## config.mk

```make
export PLATFORM = sky130hd
export DESIGN_NAME = execute
export DESIGN_NICKNAME = d
export VERILOG_FILES = /design/src/rtl/execute.sv
export SDC_FILE = /design/constraint.sdc
export NUM_CORES = 1
export LEC_CHECK = 0
export ABC_AREA = 1
export BUFFER_PORTS_ARGS = -buffer_cell sky130_fd_sc_hd__buf_2
export CORE_MARGIN = 2
export CORE_UTILIZATION = 30
export CTS_CLUSTER_SIZE = 10
export DETAILED_ROUTE_END_ITERATION = 7
export PLACE_DENSITY = 0.49
export SETUP_SLACK_MARGIN = 0.2
export SLEW_MARGIN = 10
export SYNTH_ARGS = -nofsm -noshare
export SYNTH_HDL_FRONTEND = slang
export SYNTH_SLANG_ARGS = --single-unit
```

## constraint.sdc

```tcl
create_clock -name clk -period 8.9 [get_ports clk]
set_input_delay 1.78 -clock clk [delete_from_list [all_inputs] [get_ports clk]]
set_output_delay 1.78 -clock clk [all_outputs]
set_load 0.1 [all_outputs]
```

## src/rtl/execute.sv

```systemverilog
// Execute stage of the 16-bit pipelined CPU.
// Computes the ALU result / memory address, branch or jump target, store
// data and signed comparison flags. Everything lands in the EX/MEM pipeline
// register, so each output is valid one cycle after its inputs are sampled.
// There is no handshake: one instruction is accepted on every rising edge
// and none can be stalled or dropped, except that reset discards the one
// in flight.
module execute (
  input  logic        clk,
  input  logic        reset,
  input  logic [4:0]  control_in,
  input  logic [4:0]  dest_index_in,
  input  logic [15:0] reg1_data,
  input  logic [15:0] reg2_data,
  input  logic [15:0] npc,
  input  logic [6:0]  immediate,
  output logic [4:0]  dest_index_out,
  output logic [4:0]  control_out,
  output logic [15:0] output_reg,
  output logic [15:0] result_out,
  output logic [15:0] target,
  output logic        DEST_REG_WRITE_EN,
  output logic        ZF,
  output logic        GF,
  output logic        LF
);

  localparam logic [4:0] OP_NOP  = 5'b00000;
  localparam logic [4:0] OP_SUB  = 5'b00001;
  localparam logic [4:0] OP_ADD  = 5'b00010;
  localparam logic [4:0] OP_ADDI = 5'b00011;
  localparam logic [4:0] OP_AND  = 5'b00100;
  localparam logic [4:0] OP_OR   = 5'b00101;
  localparam logic [4:0] OP_XOR  = 5'b00110;
  localparam logic [4:0] OP_NOT  = 5'b00111;
  localparam logic [4:0] OP_SLL  = 5'b01000;
  localparam logic [4:0] OP_SRL  = 5'b01001;
  localparam logic [4:0] OP_SRA  = 5'b01010;
  localparam logic [4:0] OP_CMP  = 5'b01011;
  localparam logic [4:0] OP_LI   = 5'b01100;
  localparam logic [4:0] OP_MOV  = 5'b01101;
  localparam logic [4:0] OP_LW   = 5'b01110;
  localparam logic [4:0] OP_SW   = 5'b01111;
  localparam logic [4:0] OP_BEQ  = 5'b10000;
  localparam logic [4:0] OP_BNE  = 5'b10001;
  localparam logic [4:0] OP_BGT  = 5'b10010;
  localparam logic [4:0] OP_BLT  = 5'b10011;
  localparam logic [4:0] OP_JMP  = 5'b10100;
  localparam logic [4:0] OP_JR   = 5'b10101;
  localparam logic [4:0] OP_JAL  = 5'b10110;

  logic [15:0] w_simm;
  logic [15:0] w_r1_plus_imm;
  logic [15:0] w_npc_plus_imm;
  logic [3:0]  w_shamt;
  logic [15:0] w_sra;
  logic        w_eq;
  logic        w_gt;
  logic        w_lt;
  logic [15:0] w_result;
  logic [15:0] w_target;
  logic        w_we;
  logic        w_flag_upd;

  assign w_simm         = {{9{immediate[6]}}, immediate};
  assign w_r1_plus_imm  = reg1_data + w_simm;
  assign w_npc_plus_imm = npc + w_simm;
  assign w_shamt        = reg2_data[3:0];
  assign w_sra          = $signed(reg1_data) >>> w_shamt;

  // Signed comparison of the two operands; exactly one of these is set.
  assign w_eq = (reg1_data == reg2_data);
  assign w_gt = ($signed(reg1_data) > $signed(reg2_data));
  assign w_lt = ($signed(reg1_data) < $signed(reg2_data));

  // Opcode decode: result, target, write enable and whether flags update.
  // Undefined opcodes fall through to the NOP defaults.
  always_comb begin
    w_result   = 16'h0000;
    w_target   = 16'h0000;
    w_we       = 1'b0;
    w_flag_upd = 1'b0;
    case (control_in)
      OP_NOP:  ;
      OP_SUB:  begin w_result = reg1_data - reg2_data; w_we = 1'b1; w_flag_upd = 1'b1; end
      OP_ADD:  begin w_result = reg1_data + reg2_data; w_we = 1'b1; end
      OP_ADDI: begin w_result = w_r1_plus_imm;         w_we = 1'b1; end
      OP_AND:  begin w_result = reg1_data & reg2_data; w_we = 1'b1; end
      OP_OR:   begin w_result = reg1_data | reg2_data; w_we = 1'b1; end
      OP_XOR:  begin w_result = reg1_data ^ reg2_data; w_we = 1'b1; end
      OP_NOT:  begin w_result = ~reg1_data;            w_we = 1'b1; end
      OP_SLL:  begin w_result = reg1_data << w_shamt;  w_we = 1'b1; end
      OP_SRL:  begin w_result = reg1_data >> w_shamt;  w_we = 1'b1; end
      OP_SRA:  begin w_result = w_sra;                 w_we = 1'b1; end
      OP_CMP:  w_flag_upd = 1'b1;
      OP_LI:   begin w_result = w_simm;                w_we = 1'b1; end
      OP_MOV:  begin w_result = reg1_data;             w_we = 1'b1; end
      OP_LW:   begin w_result = w_r1_plus_imm;         w_we = 1'b1; end
      OP_SW:   w_result = w_r1_plus_imm;
      OP_BEQ, OP_BNE, OP_BGT, OP_BLT: begin
        w_target   = w_npc_plus_imm;
        w_flag_upd = 1'b1;
      end
      OP_JMP:  w_target = w_npc_plus_imm;
      OP_JR:   w_target = reg1_data;
      OP_JAL:  begin w_result = npc; w_target = w_npc_plus_imm; w_we = 1'b1; end
      default: ;
    endcase
  end

  // EX/MEM pipeline register; flags hold unless the opcode compares.
  always_ff @(posedge clk) begin
    if (reset) begin
      dest_index_out    <= 5'd0;
      control_out       <= 5'd0;
      output_reg        <= 16'h0000;
      result_out        <= 16'h0000;
      target            <= 16'h0000;
      DEST_REG_WRITE_EN <= 1'b0;
      ZF                <= 1'b0;
      GF                <= 1'b0;
      LF                <= 1'b0;
    end else begin
      dest_index_out    <= dest_index_in;
      control_out       <= control_in;
      output_reg        <= reg2_data;
      result_out        <= w_result;
      target            <= w_target;
      DEST_REG_WRITE_EN <= w_we;
      if (w_flag_upd) begin
        ZF <= w_eq;
        GF <= w_gt;
        LF <= w_lt;
      end
    end
  end

endmodule

```

### Word-level counts from Yosys, hierarchy flattened

Cells that the tools add are included.

| cells by class | value |
|---|---|
| equality and inequality tests | 23 |
| reduce and logical (&&, ||, !) cells | 4 |
| $lt $le $gt $ge | 2 |
| bitwise logic cells | 4 |
| add/sub/neg operators | 4 |
| shift-type cells | 3 |
| multiplexer cells | 4 |

Operators with widths:

| operator | count |
|---|---|
| $pmux W16 S13 | 1 |
| $add A16 B16 Y16 | 3 |
| $eq A5 B4 Y1 const B | 8 |
| $eq A5 B5 Y1 const B | 7 |
| $pmux W16 S2 | 1 |
| $eq A5 B3 Y1 const B | 4 |
| $and A16 B16 Y16 | 1 |
| $eq A16 B16 Y1 | 1 |
| $gt A16 B16 Y1 | 1 |
| $lt A16 B16 Y1 | 1 |
| $not A16 Y16 | 1 |
| $or A16 B16 Y16 | 1 |
| $shl A16 B4 Y16 | 1 |
| $shr A16 B4 Y16 | 1 |
| $sshr A16 B4 Y16 | 1 |
| $sub A16 B16 Y16 | 1 |
| $xor A16 B16 Y16 | 1 |
| $reduce_or A14 Y1 | 1 |
| $reduce_or A6 Y1 | 2 |
| $eq A5 B2 Y1 const B | 2 |
| $eq A5 B1 Y1 const B | 1 |
| $reduce_or A3 Y1 | 1 |
| $mux W1 | 2 |

| storage, ports and cells | value |
|---|---|
| logic and storage cells | 53 |
| output and inout port bits | 62 |
| register bits after elaboration | 62 |
| bits of input ports | 67 |

### Depth between registers and ports, before layout

| logic depth | value |
|---|---|
| depth in word-level cells | 3 |
| gate-level depth with buffers | 21 |
| depth with buffers taken out | 20 |

### Worst setup path after synthesis

No wires, ideal clock.

| timing | value |
|---|---|
| kind | input to register |
| start | input control_in[0] |
| end | register result_out[14] |
| data required time | 8.790 ns |
| stages | 19 |
| setup time | 0.110 ns |
| arrival time | 4.123 ns |
| path slack | 4.667 ns |
| cell sequence | buf_2 -> nand2_1 -> nor2_1 -> nand3_1 -> nand2_2 -> clkbuf_1 -> o21ai_0 -> ha_1 -> fa_1 -> nand3_1 -> nand3_1 -> nand2_1 -> nand2_1 -> nand2_1 -> nand3_1 -> nand3_1 -> nand3_1 -> nand2_1 -> inv_1 |

| between the ends | value |
|---|---|
| longest elaborated chain between the ends | 3 |

Ends and longest elaborated chain:

| what | RTL line | text |
|---|---|---|
| start, declared | 11 | `input logic [4:0] control_in,` |
| $eq A5 B4 Y1 / $eq A5 B2 Y1 (equally long branches) | 83 | `case (control_in)` |
| $reduce_or A3 Y1 (no line) | - |  |
| $pmux W16 S13 (*) | 83 |  |
| end signal, assigned | 127 | `result_out <= w_result;` |
| end, declared | 20 | `output logic [15:0] result_out,` |

Mark *: on every way between the ends. The rest lies on a longest branch, timed or not.
A chain may end at the register's enable or synchronous reset.

### Worst setup path in the final report

| timing | value |
|---|---|
| start | input reg2_data[2] |
| end | register result_out[8] |

| between the ends | value |
|---|---|
| longest elaborated chain between the ends | 2 |

Ends and longest elaborated chain:

| what | RTL line | text |
|---|---|---|
| start, declared | 14 | `input logic [15:0] reg2_data,` |
| $add A16 B16 Y16, or another cell as far along | 86 | `OP_ADD: begin w_result = reg1_data + reg2_data; w_we = 1'b1; end` |
| $pmux W16 S13 (*) | 83 |  |

Marks and branches as above.

==> flow_summary.ini <==
[clocking]
clkLatencyLatePin_ps = 350
path_clk_slew_ps = 50
clock_path_buffers = 2
clock_sinks = 62
cts_hold_buf = 0
cts_setup_buffers = 0
root_buffer = clkbuf_16
cts_tree = done
cts-resized-gates = 0
cts_buffers = 9
htree_levels = 3

[min_path]
holdCritPathClass = reg -> reg

[detailed_routing]
post-route-drc-count = 0
drt-total-wl_um = 35950
first_pass_iters = 8
drt-initial-drc-count = 841
vias = 9522
final_antenna_net_count = 0
wl_per_cell_um = 19.65
viasPerCell = 5.206

[global_routing]
grt_pass1_wl_um = 53660
grt_pass1_vias = 9027
grt_max_degree = 52
grt_overflow = 0
antenna_found_initial = 0
track_usage = 0.2662

[cells_and_area]
fillers = 2939
drive_above_1_share = 0.1227
antenna_cells = 0
nets = 1647
fin_area_um2 = 9011
stdcell_count = 1829
seq_area_um2 = 1241
synthToLayoutAreaGrowth_pct = 16.14
multiInputGateArea_um2 = 5767
fin_util = 0.3568

[logic_synthesis]
synth_top_family_by_area = simple AND/OR/NAND/NOR gates
synth_cell_type_count = 41
syn_inst = 1387
synthesis.nets = 1540
syn_area_um2 = 7759
synth-compound-area-share = 0.1258
synth_xor_area_frac = 0.002258
synthAdderAreaFrac = 0.1416
synth-seq-cells = 62
synthMuxAreaShare = 0
synth_top_area_frac = 0.2250
ys_warn_count = 0
synth_seq_area_share = 0.1600
synthSimpleGateAreaFrac = 0.4736
dominantRegCellSynth = dfxtp_1
syn-mean-instance-area_um2 = 5.594
postSynth.asyncResetShare = 0
synth_edf_count = 0
synth.area.top_cells = nand2_1 (22%), dfxtp_1 (16%), ha_1 (13%), nand3_1 (11%), nor2_1 (7.6%)
synth_area_leader_cell = nand2_1

[job]
maxCapViolations = 0

[floorplanning]
core_area_um2 = 25250
die_x_um = 164.8
num_io_pins = 129
die_h_um = 164.8
die-area_um2 = 27160
start_util = 0.3072
rows = 58

[critical_path]
arrival_ps = 5560
start_kind = primary input
cp_max_fo = 33
critPathCaptureType = flop
cp.required_ps = 9140
path_class = in -> reg

[place]
gp_congestion = 0.9495
placed_area_um2 = 8696
dp_slack_ps = 3361
io_buffer_count = 128
dp_hpwl_um = 28160
place_inst = 1813

[status]
status = complete, no violations

[sta]
setup_viol = 0
skew_ps = 0
setup_tns_ps = 0
fin_ws_ps = 3586
rsz0062_at_grt = false
worstMarginPinSlew_ps = 1021
hold_violations = 0
fmax_ghz = 0.1882
fin_crit_ps = 5314
drv_slew = 0
timing.final.crit_share = 0.5971
relSlewSlack = 0.3190
fin_hold_ws_ps = 485.3

[power]
vdd_drop_max_mv = 0.06839
totalPowerFinal_mw = 1.225
p_per_area_nw_per_um2 = 136.0
leakage_nw = 4.889
-- final cells by class --
cell class,count,area share
inverter,155,0.06457
clock buffer,10,0.02541
timing repair buffer,135,0.07692
clock inverter,6,0.009581
multi-input combinational,1131,0.6400
sequential,62,0.1377
tap,330,0.04582
-- where the power goes --
group          total, mW  switching [mW]  internal, mW
clock              0.398           0.153         0.245
combinational      0.527           0.398         0.130
sequential         0.300         0.00610         0.294
-- cell families after synthesis --
family	Yosys count
buffers and inverters	194
AO/OA/AOI/OAI	175
XOR/XNOR	2
adder cells (fa/ha/maj)	86
flip-flops	62
AND/OR/NAND/NOR	868
-- path summary, 6_finish.rpt --
path                 from       endpoint  slack [ps]  depth (start not counted)
max reg2reg            LF             LF        8280                          2
min                    GF             GF         490                          2
min reg2reg            GF             GF         490                          2
max          reg2_data[2]  result_out[8]        3590                         14
-- critical path, cell delays in order --
cell      delay, ps
buf_2           520
clkinv_1        700
buf_4           420
ha_1            360
nor2_1          250
inv_1            80
o21ai_0         430
inv_1           150
o21ai_0         400
nand2_1          90
nand3_1         110
nand3_1          90
nand2_1          80
inv_1            50
-- Yosys cell counts (3+ instances only) --
cell type and number:
buf_2 12, inv_1 150, or2_2 9, clkbuf_1 22, and2_1 8, o211ai_1 5
nand4_1 21, nand2_2 5, dfxtp_1 62, a21oi_1 64, o21ai_0 73, nor3_1 9
nand3_1 172, nand2_1 465, a21o_1 7, ha_1 83, buf_1 3, a21boi_0 4
nor2_4 3, fa_1 3, nor2_1 158, nor2_2 9, o21bai_1 7, inv_2 3
nand3b_1 6
-- routing by layer --
metal,part of all wire,track usage
met1,0.42,0.3332
met2,0.45,0.4422
met3,0.077,0.04847
met4,0.049,0.1249
met5,0,0
-- placed cells by master (no fill, tap or decap), types with 6 or more instances in the layout --
master,n
nor3_1,9
nor2_2,9
buf_2,128
nor2_1,158
nand2_1,465
nand3_1,172
a21o_1,7
nand3b_1,6
a21oi_1,64
nand4_1,21
o21ai_0,73
clkbuf_16,9
or2_2,9
inv_1,150
ha_1,83
o21bai_1,7
dfxtp_1,62
buf_4,7
and2_1,8
Power figures use the tool's default switching activity.
